[config.mk]
export PLATFORM = sky130hd
export DESIGN_NAME = dice_roll_ctrl
export DESIGN_NICKNAME = d
export VERILOG_FILES = /design/src/rtl/dice_roll_ctrl.sv
export SDC_FILE = /design/constraint.sdc
export NUM_CORES = 1
export LEC_CHECK = 0
export BUFFER_PORTS_ARGS = -buffer_cell sky130_fd_sc_hd__buf_2
export CORE_ASPECT_RATIO = 1.2
export CORE_MARGIN = 3
export CORE_UTILIZATION = 44
export CTS_CLUSTER_SIZE = 28
export DETAILED_ROUTE_END_ITERATION = 10
export MAX_ROUTING_LAYER = met4
export SLEW_MARGIN = 10
export SYNTH_ARGS = -nofsm -noshare
export SYNTH_HDL_FRONTEND = slang
export SYNTH_SLANG_ARGS = --single-unit
[constraint.sdc]
create_clock -name clk -period 2.3 [get_ports clk]
set_input_delay 0.115 -clock clk [delete_from_list [all_inputs] [get_ports clk]]
set_output_delay 0.115 -clock clk [all_outputs]
set_load 0.01 [all_outputs]
[src/rtl/dice_roll_ctrl.sv]
`default_nettype none
// ============================================================================
// Module   : dice_roll_ctrl
// Purpose  : Button-triggered dice roll: animated face value, final latch,
//            done pulse, lockout, completed-roll counter and pause input.
// Revision : 1.0
// ============================================================================
module dice_roll_ctrl #(
  parameter int STEP_CYCLES = 5_000_000,
  parameter int ROLL_STEPS  = 16
) (
  input  logic       clk,
  input  logic       rst_n,
  input  logic       stop,
  input  logic       btn,
  output logic [2:0] dice_val,
  output logic       rolling,
  output logic       done,
  output logic [7:0] roll_count
);

  localparam int DIV_W  = $clog2(STEP_CYCLES);
  localparam int STEP_W = $clog2(ROLL_STEPS) + 1;

  localparam logic [DIV_W-1:0]  DIV_LAST  = DIV_W'(STEP_CYCLES - 1);
  localparam logic [DIV_W-1:0]  DIV_ONE   = DIV_W'(1);
  localparam logic [STEP_W-1:0] STEP_LAST = STEP_W'(ROLL_STEPS - 1);
  localparam logic [STEP_W-1:0] STEP_ONE  = STEP_W'(1);

  typedef enum logic [1:0] {
    IDLE = 2'd0,
    ROLL = 2'd1,
    HOLD = 2'd2
  } state_e;

  state_e            state_q, state_d;
  logic [2:0]        seed_q, seed_d;
  logic              btn_q;
  logic [DIV_W-1:0]  div_q, div_d;
  logic [STEP_W-1:0] step_q, step_d;
  logic [2:0]        dice_q, dice_d;
  logic              rolling_q, rolling_d;
  logic              done_q, done_d;
  logic [7:0]        count_q, count_d;
  logic              rise;

  assign rise = btn & ~btn_q;

  always_comb begin
    state_d   = state_q;
    seed_d    = seed_q;
    div_d     = div_q;
    step_d    = step_q;
    dice_d    = dice_q;
    rolling_d = rolling_q;
    done_d    = 1'b0;
    count_d   = count_q;

    // While paused everything holds; a rise seen now is simply lost.
    if (!stop) begin
      seed_d = (seed_q == 3'd6) ? 3'd1 : seed_q + 3'd1;
      case (state_q)
        IDLE: begin
          if (rise) begin
            state_d   = ROLL;
            div_d     = '0;
            step_d    = '0;
            rolling_d = 1'b1;
          end
        end
        ROLL: begin
          if (div_q == DIV_LAST) begin
            div_d  = '0;
            dice_d = seed_q;
            if (step_q == STEP_LAST) begin
              done_d    = 1'b1;
              rolling_d = 1'b0;
              count_d   = count_q + 8'd1;
              state_d   = HOLD;
            end else begin
              step_d = step_q + STEP_ONE;
            end
          end else begin
            div_d = div_q + DIV_ONE;
          end
        end
        HOLD: begin
          if (div_q == DIV_LAST) begin
            div_d   = '0;
            state_d = IDLE;
          end else begin
            div_d = div_q + DIV_ONE;
          end
        end
        default: state_d = IDLE;
      endcase
    end
  end

  always_ff @(posedge clk or negedge rst_n) begin
    if (!rst_n) begin
      state_q   <= IDLE;
      seed_q    <= 3'd1;
      btn_q     <= 1'b0;
      div_q     <= '0;
      step_q    <= '0;
      dice_q    <= 3'd1;
      rolling_q <= 1'b0;
      done_q    <= 1'b0;
      count_q   <= '0;
    end else begin
      state_q   <= state_d;
      seed_q    <= seed_d;
      btn_q     <= btn;
      div_q     <= div_d;
      step_q    <= step_d;
      dice_q    <= dice_d;
      rolling_q <= rolling_d;
      done_q    <= done_d;
      count_q   <= count_d;
    end
  end

  assign dice_val   = dice_q;
  assign rolling    = rolling_q;
  assign done       = done_q;
  assign roll_count = count_q;

endmodule
`default_nettype wire

==> flow_summary_export.csv, run 1 <==
group,metric,value,unit
status,status,"complete, no violations",
drt,ant_nets,0,
sta,tns,0,ns
finish,final_common_cell,"dfrtp_1",
worst_setup_path,cp-end-kind,"flop",
min_path,min_path_type,"in -> reg",
worst_setup_path,critPathRequiredTime,2.50,ns
floorplan,die_x,76.4,um
worst_setup_path,endpoint,"step_q[0]$_DFFE_PN0P_",
place,dpl_cell_area,0.00291,mm2
power_and_ir_drop,pwr_density_cell,637,mW/mm2
worst_setup_path,path_cells,"nor4b_1, nand3_1, or3_1, and3_1, a221o_1",
place,gp_congestion,0.850,
sta,fin_skew,0.00323,ns
finish,drive_gt1_frac,0.184,
grt,grt_max_degree,18,
grt,globalRoute.totalOverflow,0,
worst_setup_path,r2r_end,"step_q[0]$_DFFE_PN0P_",
power_and_ir_drop,leakage,0.00141,uW
synth,synth_ff_type,"dfrtp_1",
synth,yosys_register_bits,47,
floorplan,start_util,0.459,
synth,synth_edf_count,0,
clock_network,path_clk_slew,0.09,ns
worst_setup_path,critPathKind,"reg -> reg",
worst_setup_path,worstPathMaxFanout,8,
synth,netlist_instances,285,
drt,routed_via_density,5.54,
drt,drc_errors,0,
sta,period_share,0.945,
drt,wl,5.98,mm
worst_setup_path,startpoint_type,"flop",
finish,area_growth,17.3,%
worst_setup_path,critical_path_buf_inv_count,0,
place,portBuffers,16,
sta,finalSetupViolCount,0,
synth,yosysTopAreaCell,"dfrtp_1",
place,hpwl,4.40,mm
worst_setup_path,reg2reg_from,"div_q[6]$_DFFE_PN0P_",
synth,synth_top_area_share,0.430,
worst_setup_path,crit_slowest_cell,"or3_1",
drt,wl_met2,2.98,mm
drt,met3_length,204,um
floorplan,die_y,90.5,um
synth,ys_top_cells_by_area,"dfrtp_1 (43%), nand2_1 (4.9%), ha_1 (4.3%)",
sta,worst_slew_pin_slew,0.448,ns
clock_network,clk_path_buf_depth,2,
worst_setup_path,crit_start,"div_q[6]$_DFFE_PN0P_",
floorplan,ioPinCount,17,
worst_setup_path,r2r_slack,0.13,ns
power_and_ir_drop,ir_drop,0.303,mV
drt,drtPass1Iterations,4,
worst_setup_path,r2r_cells,5,
floorplan,coreArea,0.00571,mm2
clock_network,clk-insertion-delay-late,0.31,ns
synth,synth.avg_cell_area,9.18,um2
sta,max_freq,460,MHz
clock_network,clock_sinks,47,
clock_network,clock-root-buffer,"clkbuf_8",
grt,grt_pass1_vias,2126,
job,cap_violations,0,
worst_setup_path,critPathArrivalTime,2.37,ns
finish,final_cell_area,0.00307,mm2
floorplan,die_area,0.00691,mm2
drt,drtIter0Drc,135,
sta,hold_viol_final,0,
synth,yosysSeqAreaShare,0.451,
worst_setup_path,critical_path.top_delay_family,"simple AND/OR/NAND/NOR gates",
sta,period_needed,2.17,ns
finish,nets,332,
worst_setup_path,cp_slowest_stage_delay,0.51,ns
worst_setup_path,cp.depth,5,
grt,grt_util_all_layers,0.188,
clock_network,htree_levels,2,
drt,wl_met1,2.69,mm
drt,top_layer,"met4",
synth,synth_area,0.00262,mm2
grt,antenna_found_initial,0,
floorplan,row_count,30,
finish,insertedDiodeCount,0,
synth,yosys.cell_types.count,46,
clock_network,post-cts-setup-buffers,0,
synth,async_flop_share,1.00,
finish,final_cell_mix,"dfrtp_1 (45), nand2_1 (34), buf_4 (21)",
sta,timing.slew.headroom,0.697,
sta,grt_setup_unrepaired,"no",
synth,synth.net_count,298,
drt,via_count,2216,
grt,grt_pass1_wl,10.3,mm
clock_network,cts_tree,"done",
sta,slew_viol_final,0,
synth,ys_warn_count,0,
drt,wl_per_cell,14.9,um
clock_network,cts_buffers,5,
[Yosys cell counts, drive strengths merged (5+ instances only)]
library cell,n
dfrtp,45
nand2,34
o21ai,18
inv,16
nand3,16
nor2,14
nor3,14
a21oi,12
nand4,12
clkbuf,9
ha,9
xor2,8
and3,7
a21o,5
o211ai,5
or3,5
[per-layer routing]
metal,global-route usage,vias to the layer above
met5,-,-
met1,0.232,1068
met4,0.0650,0
met2,0.310,33
met3,0.0339,9
li1,-,1106
[repair_timing]
item,CTS,global route
resized for setup,1,3
hold endpoints to repair,16,0
endpoints found under the setup margin,1,10
hold buffers,2,0
[sequential cells by signal, summed over array words and instances, names as in the netlist]
register    count
div_q          23
roll_count      8
step_q          5
dice_val        3
seed_q          3
state_q         2
btn_q           1
done            1
rolling         1
[layout make-up]
cell class              instances  area [um2]
clock buffers                   5        68.8
clock inverters                 3        67.6
fillers                       558        2640
inverters                      16        60.1
multi-input cells             210        1340
flip-flops and latches         47        1180
well taps                      80         100
repair buffers                 39         258
[how the worst min path moves through the flow]
stage          start                       to  slack, ns  cells after the start
6_report        stop    seed_q[0]$_DFFE_PN1N_       0.10                      2
5_1_grt         stop           done$_DFF_PN0_       0.13                      2
2_1_floorplan  rst_n          btn_q$_DFF_PN0_      -0.18                      0
3_3_place_gp   rst_n  dice_val[2]$_DFFE_PN0P_       0.06                      1
3_5_place_dp   rst_n    seed_q[2]$_DFFE_PN0N_       0.06                      1
4_1_cts         stop    seed_q[0]$_DFFE_PN1N_       0.10                      2
[cells by family (layout without fill, tap and decap cells)]
group                      count (synthesis)  after routing  share of synthesized area
and+or+nand+nor                          128            128                      0.267
AOI/OAI and AO/OA                         57             57                      0.141
DFF                                       47             47                      0.451
buffers and inverters                     28             63                     0.0416
xor gates and xnor gates                  12             12                     0.0402
adders and majority gates                  9              9                     0.0430
muxes                                      4              4                     0.0167
[metrics by stage]
stage                     hold slack [ns]  worst slack [ns]  utilization  power [uW]  cells
final                               0.103             0.127        0.538        1960    400
after global routing                0.131            0.0161        0.538        2060    400
after CTS                           0.103            0.0475        0.537        1980    400
after detailed placement           0.0621            0.0295        0.509        1240    390
after global placement             0.0644             0.126        0.509        1230    390
after floorplan                    -0.181             0.246            -        1130    285
[report_power, final]
part / internal (uW) / switching (uW) / leakage (uW) / total (uW)
Sequential: 905 / 79.5 / 0.000589 / 985
Clock: 434 / 300 / 0.0000644 / 734
Combinational: 98.8 / 139 / 0.000753 / 238
Total: 1440 / 519 / 0.00141 / 1960
Power figures use the tool's default switching activity.
==> run 2, diff against run 1 <==
--- a/config.mk
+++ b/config.mk
@@ -5,13 +5,15 @@
 export SDC_FILE = /design/constraint.sdc
 export NUM_CORES = 1
 export LEC_CHECK = 0
-export BUFFER_PORTS_ARGS = -buffer_cell sky130_fd_sc_hd__buf_2
 export CORE_ASPECT_RATIO = 1.2
 export CORE_MARGIN = 3
 export CORE_UTILIZATION = 44
 export CTS_CLUSTER_SIZE = 28
 export DETAILED_ROUTE_END_ITERATION = 10
+export DONT_BUFFER_PORTS = 1
+export GPL_TIMING_DRIVEN = 0
 export MAX_ROUTING_LAYER = met4
+export SKIP_CTS_REPAIR_TIMING = 1
 export SLEW_MARGIN = 10
 export SYNTH_ARGS = -nofsm -noshare
 export SYNTH_HDL_FRONTEND = slang
==> run 2 against run 1 <==
  * First-iteration DRC count is 32% lower
  * Sequential share of layout area increased by 1.7 points
  * Final cell count is 6.3% lower
  * Via count down 3.2%
  * Highest routed layer unchanged
  * Largest power group unchanged
==> flow_summary_export.csv, run 2 (synthesized netlist as in run 1, its figures left out) <==
group,metric,value,unit
drt,via_count,2146,
finish,final_cell_area,0.00294,mm2
worst_setup_path,critPathKind,"reg -> reg",
sta,grt_setup_unrepaired,"no",
finish,largest_register_ff_count,23,
power_and_ir_drop,p_total,1740,uW
place,hpwl,4.05,mm
clock_network,clock-root-buffer,"clkbuf_8",
sta,setup_ws,0.121,ns
sta,max_freq,459,MHz
finish,nFillCells,555,
floorplan,die_y,90.5,um
finish,top_register,"div_q",
floorplan,die_area,0.00691,mm2
drt,wl_per_cell,15.6,um
worst_setup_path,worstPathMaxFanout,7,
drt,routed_via_density,5.72,
clock_network,cts_tree,"done",
sta,worst_slew_pin_slew,0.692,ns
drt,wl_met1,2.59,mm
floorplan,row_count,30,
worst_setup_path,startpoint_type,"flop",
sta,fin_skew,0.0115,ns
grt,grt_util_all_layers,0.178,
sta,hold_viol_final,0,
drt,drtPass1Iterations,4,
finish,fin_util,0.515,
job,cap_violations,0,
finish,area_growth,12.3,%
worst_setup_path,cp-end-kind,"flop",
place,dp_slack,-0.328,ns
sta,period_needed,2.18,ns
finish,nets,307,
clock_network,clk-insertion-delay-late,0.31,ns
finish,insertedDiodeCount,0,
finish,fin_cells,375,
grt,globalRoute.totalOverflow,0,
finish,final_common_cell,"dfrtp_1",
clock_network,cts_buffers,5,
finish,drive_gt1_frac,0.122,
clock_network,clock_sinks,47,
worst_setup_path,critPathArrivalTime,2.40,ns
place,portBuffers,0,
clock_network,clk_path_buf_depth,2,
worst_setup_path,crit_start,"div_q[7]$_DFFE_PN0P_",
worst_setup_path,r2r_slack,0.12,ns
grt,antenna_found_initial,0,
place,dpl_cell_area,0.00272,mm2
worst_setup_path,critPathRequiredTime,2.53,ns
min_path,hp-start,"stop",
sta,period_share,0.947,
worst_setup_path,path_cells,"nand4_1, or4_4, or2_4, or4_1, o211ai_1",
clock_network,path_clk_slew,0.10,ns
finish,multi_input_area,0.00141,mm2
power_and_ir_drop,leakage,0.00126,uW
place,gp_congestion,0.822,
place,dp.cells,365,
drt,met3_length,209,um
floorplan,start_util,0.459,
drt,wl,5.84,mm
worst_setup_path,reg2reg_from,"div_q[7]$_DFFE_PN0P_",
power_and_ir_drop,ir_drop,0.282,mV
worst_setup_path,cp_slowest_stage_delay,0.51,ns
sta,timing.slew.headroom,0.538,
floorplan,ioPinCount,17,
floorplan,die_x,76.4,um
drt,drc_errors,0,
drt,drtIter0Drc,92,
worst_setup_path,crit_slowest_cell,"or4_4",
clock_network,htree_levels,2,
finish,regArea,0.00118,mm2
status,status,"complete, no violations",
finish,final_cell_mix,"dfrtp_1 (45), nand2_1 (34), o21ai_0 (17)",
grt,grt_pass1_wl,9.92,mm
sta,finalSetupViolCount,0,
grt,grt_max_degree,48,
drt,wl_met2,2.98,mm
min_path,min_path_type,"in -> reg",
drt,top_layer,"met4",
sta,slew_viol_final,0,
floorplan,coreArea,0.00571,mm2
drt,ant_nets,0,
power_and_ir_drop,pwr_density_cell,591,mW/mm2
grt,grt_pass1_vias,2055,
-- run 2: final timing paths --
| check | cells past startpoint | to |
|---|---|---|
| setup / recovery | 5 | div_q[19]$_DFFE_PN0P_ |
| hold / removal | 2 | seed_q[0]$_DFFE_PN1N_ |
| setup reg to reg | 5 | div_q[19]$_DFFE_PN0P_ |
| hold reg to reg | 1 | seed_q[1]$_DFFE_PN0N_ |
| max in group asynchronous | 2 | dice_val[0]$_DFFE_PN1P_ |
| min in group asynchronous | 2 | dice_val[1]$_DFFE_PN0P_ |
-- run 2: power breakdown --
| group | leakage, uW | total (uW) | switching [uW] | internal, uW |
|---|---|---|---|---|
| registers | 0.000589 | 985 | 79.8 | 905 |
| logic | 0.000627 | 219 | 134 | 85.5 |
| clock network | 0.0000408 | 532 | 314 | 218 |
-- run 2: final cells by class --
cell class / instances / area share
Sequential cell: 47 / 0.401
Timing Repair Buffer: 4 / 0.0187
Clock inverter: 3 / 0.00809
Inverter: 16 / 0.0204
Multi-Input combinational cell: 210 / 0.478
Clock buffer: 5 / 0.0234
Tap cell: 80 / 0.0341
Buffer: 10 / 0.0158
-- run 2: metrics by stage --
step / setup TNS, ns / hold slack (ns)
2_1_floorplan: 0 / -0.181
3_3_place_gp: -3.49 / -0.180
3_5_place_dp: -3.82 / -0.180
4_1_cts: -4.36 / -0.527
5_1_grt: 0 / 0.265
6_report: 0 / 0.256
-- run 2: critical path: cells and delay by family, from the launching register on --
kind	cells	cell delay, ns
DFF	1	0.49
and+or+nand+nor	4	1.52
AOI/OAI and AO/OA	1	0.09
-- run 2: routing by layer --
metal  GRT usage  up-vias
li1            -     1051
met1       0.219     1044
met2       0.304       44
met3      0.0299        7
met4      0.0468        0
met5           -        -
